<file path="src/rtl/seg_disp_ctrl.sv">
// seg_disp_ctrl: multiplexed 7-segment display controller with a small
// register file for digit data, per-digit enable, per-digit blink and control.
//
// Ports:
//   clk_i    - single clock, rising edge
//   rst_ni   - synchronous active-low reset
//   req_i    - bus access strobe (one access per cycle)
//   we_i     - 1 = write, 0 = read
//   addr_i   - byte address, only [3:2] decoded
//               0x0 DATA (nibble k = digit k), 0x4 EN, 0x8 BLINK,
//               0xC CTRL (bit0 blink_on, bit1 blank_all)
//   be_i     - write byte enables
//   wdata_i  - write data
//   rdata_o  - registered read data, held until the next read
//   an_o     - active-low digit anodes
//   seg_o    - active-low cathodes, bit0 = a ... bit6 = g
module seg_disp_ctrl #(
  parameter int DIGITS    = 4,
  parameter int SCAN_DIV  = 100000,
  parameter int BLINK_DIV = 50000000
) (
  input  logic              clk_i,
  input  logic              rst_ni,
  input  logic              req_i,
  input  logic              we_i,
  input  logic [31:0]       addr_i,
  input  logic [3:0]        be_i,
  input  logic [31:0]       wdata_i,
  output logic [31:0]       rdata_o,
  output logic [DIGITS-1:0] an_o,
  output logic [6:0]        seg_o
);

  localparam int IDX_W   = (DIGITS > 1) ? $clog2(DIGITS) : 1;
  localparam int SCAN_W  = $clog2(SCAN_DIV);
  localparam int BLINK_W = $clog2(BLINK_DIV);
  localparam int DATA_W  = 4 * DIGITS;

  localparam logic [SCAN_W-1:0]  SCAN_LAST  = SCAN_W'(SCAN_DIV - 1);
  localparam logic [BLINK_W-1:0] BLINK_LAST = BLINK_W'(BLINK_DIV - 1);
  localparam logic [IDX_W-1:0]   IDX_LAST   = IDX_W'(DIGITS - 1);

  logic [DATA_W-1:0]  data_q;
  logic [DIGITS-1:0]  en_q;
  logic [DIGITS-1:0]  blink_q;
  logic [1:0]         ctrl_q;

  logic [SCAN_W-1:0]  scan_cnt;
  logic [BLINK_W-1:0] blink_cnt;
  logic [IDX_W-1:0]   idx;
  logic               phase;

  logic [31:0]        rd_val;
  logic [3:0]         nib;
  logic               en_k;
  logic               blink_k;
  logic [DIGITS-1:0]  onehot;
  logic               blank;

  // Active-low hex decode, bit order g..a.
  function automatic logic [6:0] hex_seg(input logic [3:0] v);
    case (v)
      4'h0: hex_seg = 7'h40;
      4'h1: hex_seg = 7'h79;
      4'h2: hex_seg = 7'h24;
      4'h3: hex_seg = 7'h30;
      4'h4: hex_seg = 7'h19;
      4'h5: hex_seg = 7'h12;
      4'h6: hex_seg = 7'h02;
      4'h7: hex_seg = 7'h78;
      4'h8: hex_seg = 7'h00;
      4'h9: hex_seg = 7'h10;
      4'hA: hex_seg = 7'h08;
      4'hB: hex_seg = 7'h03;
      4'hC: hex_seg = 7'h46;
      4'hD: hex_seg = 7'h21;
      4'hE: hex_seg = 7'h06;
      default: hex_seg = 7'h0E;
    endcase
  endfunction

  // Register file: bits above each register's width are simply dropped.
  always_ff @(posedge clk_i) begin
    if (!rst_ni) begin
      data_q  <= '0;
      en_q    <= '0;
      blink_q <= '0;
      ctrl_q  <= '0;
    end else if (req_i && we_i) begin
      case (addr_i[3:2])
        2'd0: begin
          for (int i = 0; i < DATA_W; i++) begin
            if (be_i[i/8]) data_q[i] <= wdata_i[i];
          end
        end
        2'd1: if (be_i[0]) en_q <= wdata_i[DIGITS-1:0];
        2'd2: if (be_i[0]) blink_q <= wdata_i[DIGITS-1:0];
        default: if (be_i[0]) ctrl_q <= wdata_i[1:0];
      endcase
    end
  end

  always_comb begin
    rd_val = '0;
    case (addr_i[3:2])
      2'd0:    rd_val = 32'(data_q);
      2'd1:    rd_val = 32'(en_q);
      2'd2:    rd_val = 32'(blink_q);
      default: rd_val = 32'(ctrl_q);
    endcase
  end

  always_ff @(posedge clk_i) begin
    if (!rst_ni) begin
      rdata_o <= '0;
    end else if (req_i && !we_i) begin
      rdata_o <= rd_val;
    end
  end

  // Scan and blink timebases run freely; bus traffic never touches them.
  always_ff @(posedge clk_i) begin
    if (!rst_ni) begin
      scan_cnt  <= '0;
      blink_cnt <= '0;
      idx       <= '0;
      phase     <= 1'b1;
    end else begin
      if (scan_cnt == SCAN_LAST) begin
        scan_cnt <= '0;
        idx      <= (idx == IDX_LAST) ? '0 : idx + 1'b1;
      end else begin
        scan_cnt <= scan_cnt + 1'b1;
      end
      if (blink_cnt == BLINK_LAST) begin
        blink_cnt <= '0;
        phase     <= ~phase;
      end else begin
        blink_cnt <= blink_cnt + 1'b1;
      end
    end
  end

  // Select the current digit by compare rather than variable indexing so that
  // non-power-of-two DIGITS never reaches past the register widths.
  always_comb begin
    nib     = '0;
    en_k    = 1'b0;
    blink_k = 1'b0;
    onehot  = '0;
    for (int k = 0; k < DIGITS; k++) begin
      if (idx == IDX_W'(k)) begin
        nib       = data_q[4*k +: 4];
        en_k      = en_q[k];
        blink_k   = blink_q[k];
        onehot[k] = 1'b1;
      end
    end
    blank = !en_k || ctrl_q[1] || (ctrl_q[0] && blink_k && !phase);
  end

  always_ff @(posedge clk_i) begin
    if (!rst_ni) begin
      an_o  <= '1;
      seg_o <= 7'h7F;
    end else begin
      an_o  <= blank ? '1 : ~onehot;
      seg_o <= blank ? 7'h7F : hex_seg(nib);
    end
  end

endmodule
</file>
<file path="config.mk">
export PLATFORM = sky130hd
export DESIGN_NAME = seg_disp_ctrl
export DESIGN_NICKNAME = d
export VERILOG_FILES = /design/src/rtl/seg_disp_ctrl.sv
export SDC_FILE = /design/constraint.sdc
export NUM_CORES = 1
export LEC_CHECK = 0
export ABC_AREA = 0
export BUFFER_PORTS_ARGS = -buffer_cell sky130_fd_sc_hd__buf_2
export CORE_ASPECT_RATIO = 1.5
export CORE_UTILIZATION = 40
export DETAILED_ROUTE_END_ITERATION = 7
export PLACE_DENSITY_LB_ADDON = 0.25
export SKIP_LAST_GASP = 1
export SLEW_MARGIN = 20
export SYNTH_ARGS = -nofsm -noshare
export SYNTH_HDL_FRONTEND = slang
export SYNTH_SLANG_ARGS = --single-unit
</file>
<file path="constraint.sdc">
create_clock -name clk_i -period 2.8 [get_ports clk_i]
set_input_delay 0.14 -clock clk_i [delete_from_list [all_inputs] [get_ports clk_i]]
set_output_delay 0.14 -clock clk_i [all_outputs]
set_load 0.02 [all_outputs]
</file>
==> parameters.txt <==
Parameter                              Value

Synth
  Biggest area contributors in the synthesized netlist ... sky130_fd_sc_hd__dfxtp_1 43%, sky130_fd_sc_hd__mux2i_1 5.7%, sky130_fd_sc_hd__nor2b_1 5.5%, sky130_fd_sc_hd__nor2_1 4.3%, sky130_fd_sc_hd__xnor2_1 3.6%
  Number of enable-type register cells in the synthesized netlist ... 0
  Post-Syn Area per Cell ... 9.23 µm²
  Netlist Area Pre-Place ... 4590 µm²
  Main synth FF type ... sky130_fd_sc_hd__dfxtp_1
  Leading area contributor after synthesis ... sky130_fd_sc_hd__dfxtp_1
  Post-synthesis cell count ... 497
  Top cells by count, synth ... 99 x sky130_fd_sc_hd__dfxtp_1, 53 x sky130_fd_sc_hd__nor2_1, 40 x sky130_fd_sc_hd__nor2b_1
  Share of synthesized flip-flops with an asynchronous set or reset ... 0
  Top-area cell type share of the netlist area ... 0.432
  Fraction of the yosys area taken by sequential cells ... 0.432
  Yosys reg bits ... 99
  Number of unique standard cell types used by synthesis ... 48
  Warnings from Yosys ... 0
  Library cell with the highest instance count after synthesis ... sky130_fd_sc_hd__dfxtp_1

Route
  Total via count after detailed routing ... 3461
  Wire length after detailed routing ... 9300 µm
  DRC violation count after routing ... 0
  Avg WL per Cell ... 13.4 µm
  Number of iterations in the first detailed-routing pass ... 4
  ANT nets after route ... 0
  Number of DRC markers in iteration 0 ... 95
  Vias per cell ... 4.97

Pwr
  P per Cell Area ... 552 nW/µm²
  Sw Share ... 0.218
  Clock network fraction of design power ... 0.457
  P_leak ... 2.04 nW
  Internal power component ... 0.00225 W
  Maximum VDD drop ... 0.291 mV
  Post-route total power ... 0.00288 W
  Part of the total power dissipated in combinational logic ... 0.046
  Flop pwr share ... 0.498
  Reported net switching power ... 0.000629 W

STA
  Time the final worst path needs with I/O delays and setup ... 2470 ps
  Min setup slack post-route ... 333 ps
  Tightest slew margin relative to the limit ... 0.581
  Final Hold Violating Endpoints ... 0
  Endpoints failing setup ... 0
  Slew at the pin with the worst max-slew slack ... 629 ps
  RSZ-0062 raised after global routing ... false
  Tcrit/Tclk final ... 0.881
  Final max-slew violation count ... 0
  Max Fclk ... 405 MHz
  Worst clock skew ... 8.00 ps
  Aggregate negative setup slack ... 0 ps

Floorplan
  Floorplan row count ... 47
  Number of I/O pins ... 115
  Total die area ... 11900 µm²
  Placeable Area ... 11100 µm²
  Starting density of the core ... 0.413
  Die outline width ... 89.4 µm
  Chip height ... 133 µm

Global routing
  Maximum number of pins on one net before global-route repair ... 33
  Wire length of the first global-routing pass ... 15500 µm
  Via count of the first global-routing pass ... 3335
  Antenna violations before repair ... 1
  Overflow left after global routing ... 0
  Total routing usage reported by global routing ... 0.167

Hold path
  Worst hold path stage count ... 3
  Worst hold path class ... in -> reg
  Hold-critical path endpoint ... data_q[11]
  Min-Delay Startpoint ... wdata_i[11]

Final layout
  Multi-input combinational cell area ... 2370 µm²
  Layout Nets ... 627
  FF/Latch Area ... 1980 µm²
  Number of filler instances in the final layout ... 1064
  Ratio of cells with drive above 1 in the final layout ... 0.159
  Growth of design area from synthesis to finish ... 13.9%

Setup path
  Worst-case register-to-register setup slack ... 330 ps
  Length in cells of the worst reg-to-reg path ... 10
  Critical setup path kind ... reg -> reg
  CP endpoint kind ... register
  Worst reg2reg path endpoint ... seg_o[6]
  Crit-path max FO ... 13
  Worst Path Required ... 3010 ps
  Sort of element at the start of the critical path ... register
  Arr. time, crit path ... 2680 ps
  Worst r2r src ... idx[0]

Flow run
  Number of maximum-capacitance constraint violations ... 0

CTS
  Source-to-sink clock delay at the later pin of the worst-skew pair ... 340 ps
  Count of hold buffers inserted by post-cts repair ... 0
  Post-CTS Repair Setup Buffers ... 0
  H-tree depth ... 3
  Clock buffer count from CTS ... 9
  Num Clock Sinks ... 99
  CTS resizes ... 0
  Clock tree from TritonCTS ... yes
  Buffers from clock root to sink, at most ... 2
  Worst-path clk slew ... 70 ps
  Root buffer cell ... sky130_fd_sc_hd__clkbuf_16

Place
  Buffers on Ports ... 50
  Detailed-placement wirelength estimate ... 6830 µm
  Worst slack, placed ... 331 ps
  Final weighted congestion in routability-driven placement ... 0.864

Status
  Result of the run ... finished, final reports clean
[area by class of cell]
| type | count | area share |
|---|---|---|
| Timing Repair Buffer | 57 | 0.0580 |
| Clock buffer | 9 | 0.0431 |
| Tap cell | 147 | 0.0352 |
| Clock inverter | 7 | 0.0175 |
| Sequential cell | 99 | 0.379 |
| Antenna cell | 1 | 0.000479 |
| Multi-Input combinational cell | 360 | 0.455 |
| Inverter | 16 | 0.0115 |
[cells in the final DEF, fill, tap and decap left out, types with 3 or more instances in the layout]
cell	count
sky130_fd_sc_hd__and2_1	4
sky130_fd_sc_hd__and4_1	3
sky130_fd_sc_hd__nand3_1	19
sky130_fd_sc_hd__buf_2	50
sky130_fd_sc_hd__nand2_1	34
sky130_fd_sc_hd__nand2b_1	6
sky130_fd_sc_hd__dfxtp_1	99
sky130_fd_sc_hd__or2_2	3
sky130_fd_sc_hd__nor4_2	3
sky130_fd_sc_hd__clkinv_2	3
sky130_fd_sc_hd__o211ai_1	6
sky130_fd_sc_hd__nor2b_1	40
sky130_fd_sc_hd__xor2_1	18
sky130_fd_sc_hd__and3_1	8
sky130_fd_sc_hd__o21ai_0	9
sky130_fd_sc_hd__nor3b_1	3
sky130_fd_sc_hd__a21boi_0	6
sky130_fd_sc_hd__a211oi_1	3
sky130_fd_sc_hd__nor2_1	53
sky130_fd_sc_hd__buf_4	7
sky130_fd_sc_hd__conb_1	16
sky130_fd_sc_hd__a21oi_1	8
sky130_fd_sc_hd__mux2_2	3
sky130_fd_sc_hd__clkbuf_16	9
sky130_fd_sc_hd__xnor2_1	19
sky130_fd_sc_hd__inv_1	16
sky130_fd_sc_hd__nand3b_1	4
sky130_fd_sc_hd__nand4_1	11
sky130_fd_sc_hd__a221oi_1	4
sky130_fd_sc_hd__ha_1	12
sky130_fd_sc_hd__nor3_1	7
sky130_fd_sc_hd__mux2i_1	26
sky130_fd_sc_hd__a22oi_1	14
[flip-flops by register name, summed over array words and instances, names as in the netlist]
signal	count
seg_o	7
blink_cnt	26
data_q	16
an_o	4
rdata_o	16
phase	1
ctrl_q	2
blink_q	4
en_q	4
scan_cnt	17
idx	2
[worst max path at each step]
stage / depth (start not counted) / end / startpoint
floorplan: 9 / seg_o[6] / idx[0]
detailed placement: 10 / seg_o[6] / idx[0]
global route: 10 / seg_o[6] / idx[0]
CTS: 10 / seg_o[6] / idx[0]
finish: 10 / seg_o[6] / idx[0]
global placement: 10 / seg_o[6] / idx[0]
[layer usage]
metal / vias to the layer above / global-route usage / wire length [µm]
li1: 1757 / - / -
met3: 13 / 0.0378 / 312
met1: 1634 / 0.182 / 3790
met5: - / 0 / 0
met4: 0 / 0.0679 / 180
met2: 57 / 0.302 / 5020
[kinds of logic (layout without fill, tap and decap cells)]
logic type,after synthesis,after routing,synth area share
AND/OR/NAND/NOR,205,205,0.236
flip-flops,99,99,0.432
AO/OA/AOI/OAI,59,59,0.0914
buffers and inverters,53,89,0.0625
XOR/XNOR,37,37,0.0706
multiplexers,31,31,0.0739
adder cells (fa/ha/maj),12,12,0.0327
other,1,17,0.000818
[critical path: stages (launching register included)]
cell and delay, ps:
sky130_fd_sc_hd__dfxtp_1 400, sky130_fd_sc_hd__inv_1 80, sky130_fd_sc_hd__ha_1 360, sky130_fd_sc_hd__a21oi_1 190, sky130_fd_sc_hd__o21ai_0 110, sky130_fd_sc_hd__a22oi_1 290
sky130_fd_sc_hd__inv_1 140, sky130_fd_sc_hd__ha_1 270, sky130_fd_sc_hd__mux2_2 280, sky130_fd_sc_hd__a22oi_1 150, sky130_fd_sc_hd__nand2_1 80
[power groups by stage]
stage          combinational (W)  sequential [W]  clock [W]
6_report                0.000132         0.00143    0.00132
3_5_place_dp            0.000132         0.00147          0
2_1_floorplan           0.000110         0.00147          0
5_1_grt                 0.000146         0.00144    0.00141
4_1_cts                 0.000133         0.00143    0.00135
3_3_place_gp            0.000130         0.00147          0
[metrics by stage]
step | instance area [µm²] | hold slack (ps) | util | instances
3_5_place_dp | 4900 | 404 | 0.441 | 679
4_1_cts | 5220 | 45.1 | 0.470 | 695
3_3_place_gp | 4900 | 397 | 0.441 | 679
5_1_grt | 5220 | 52.1 | 0.470 | 695
2_1_floorplan | 4640 | 285 | - | 512
6_report | 5220 | 50.8 | 0.470 | 696
No activity file was read; power rests on OpenSTA's default activity.
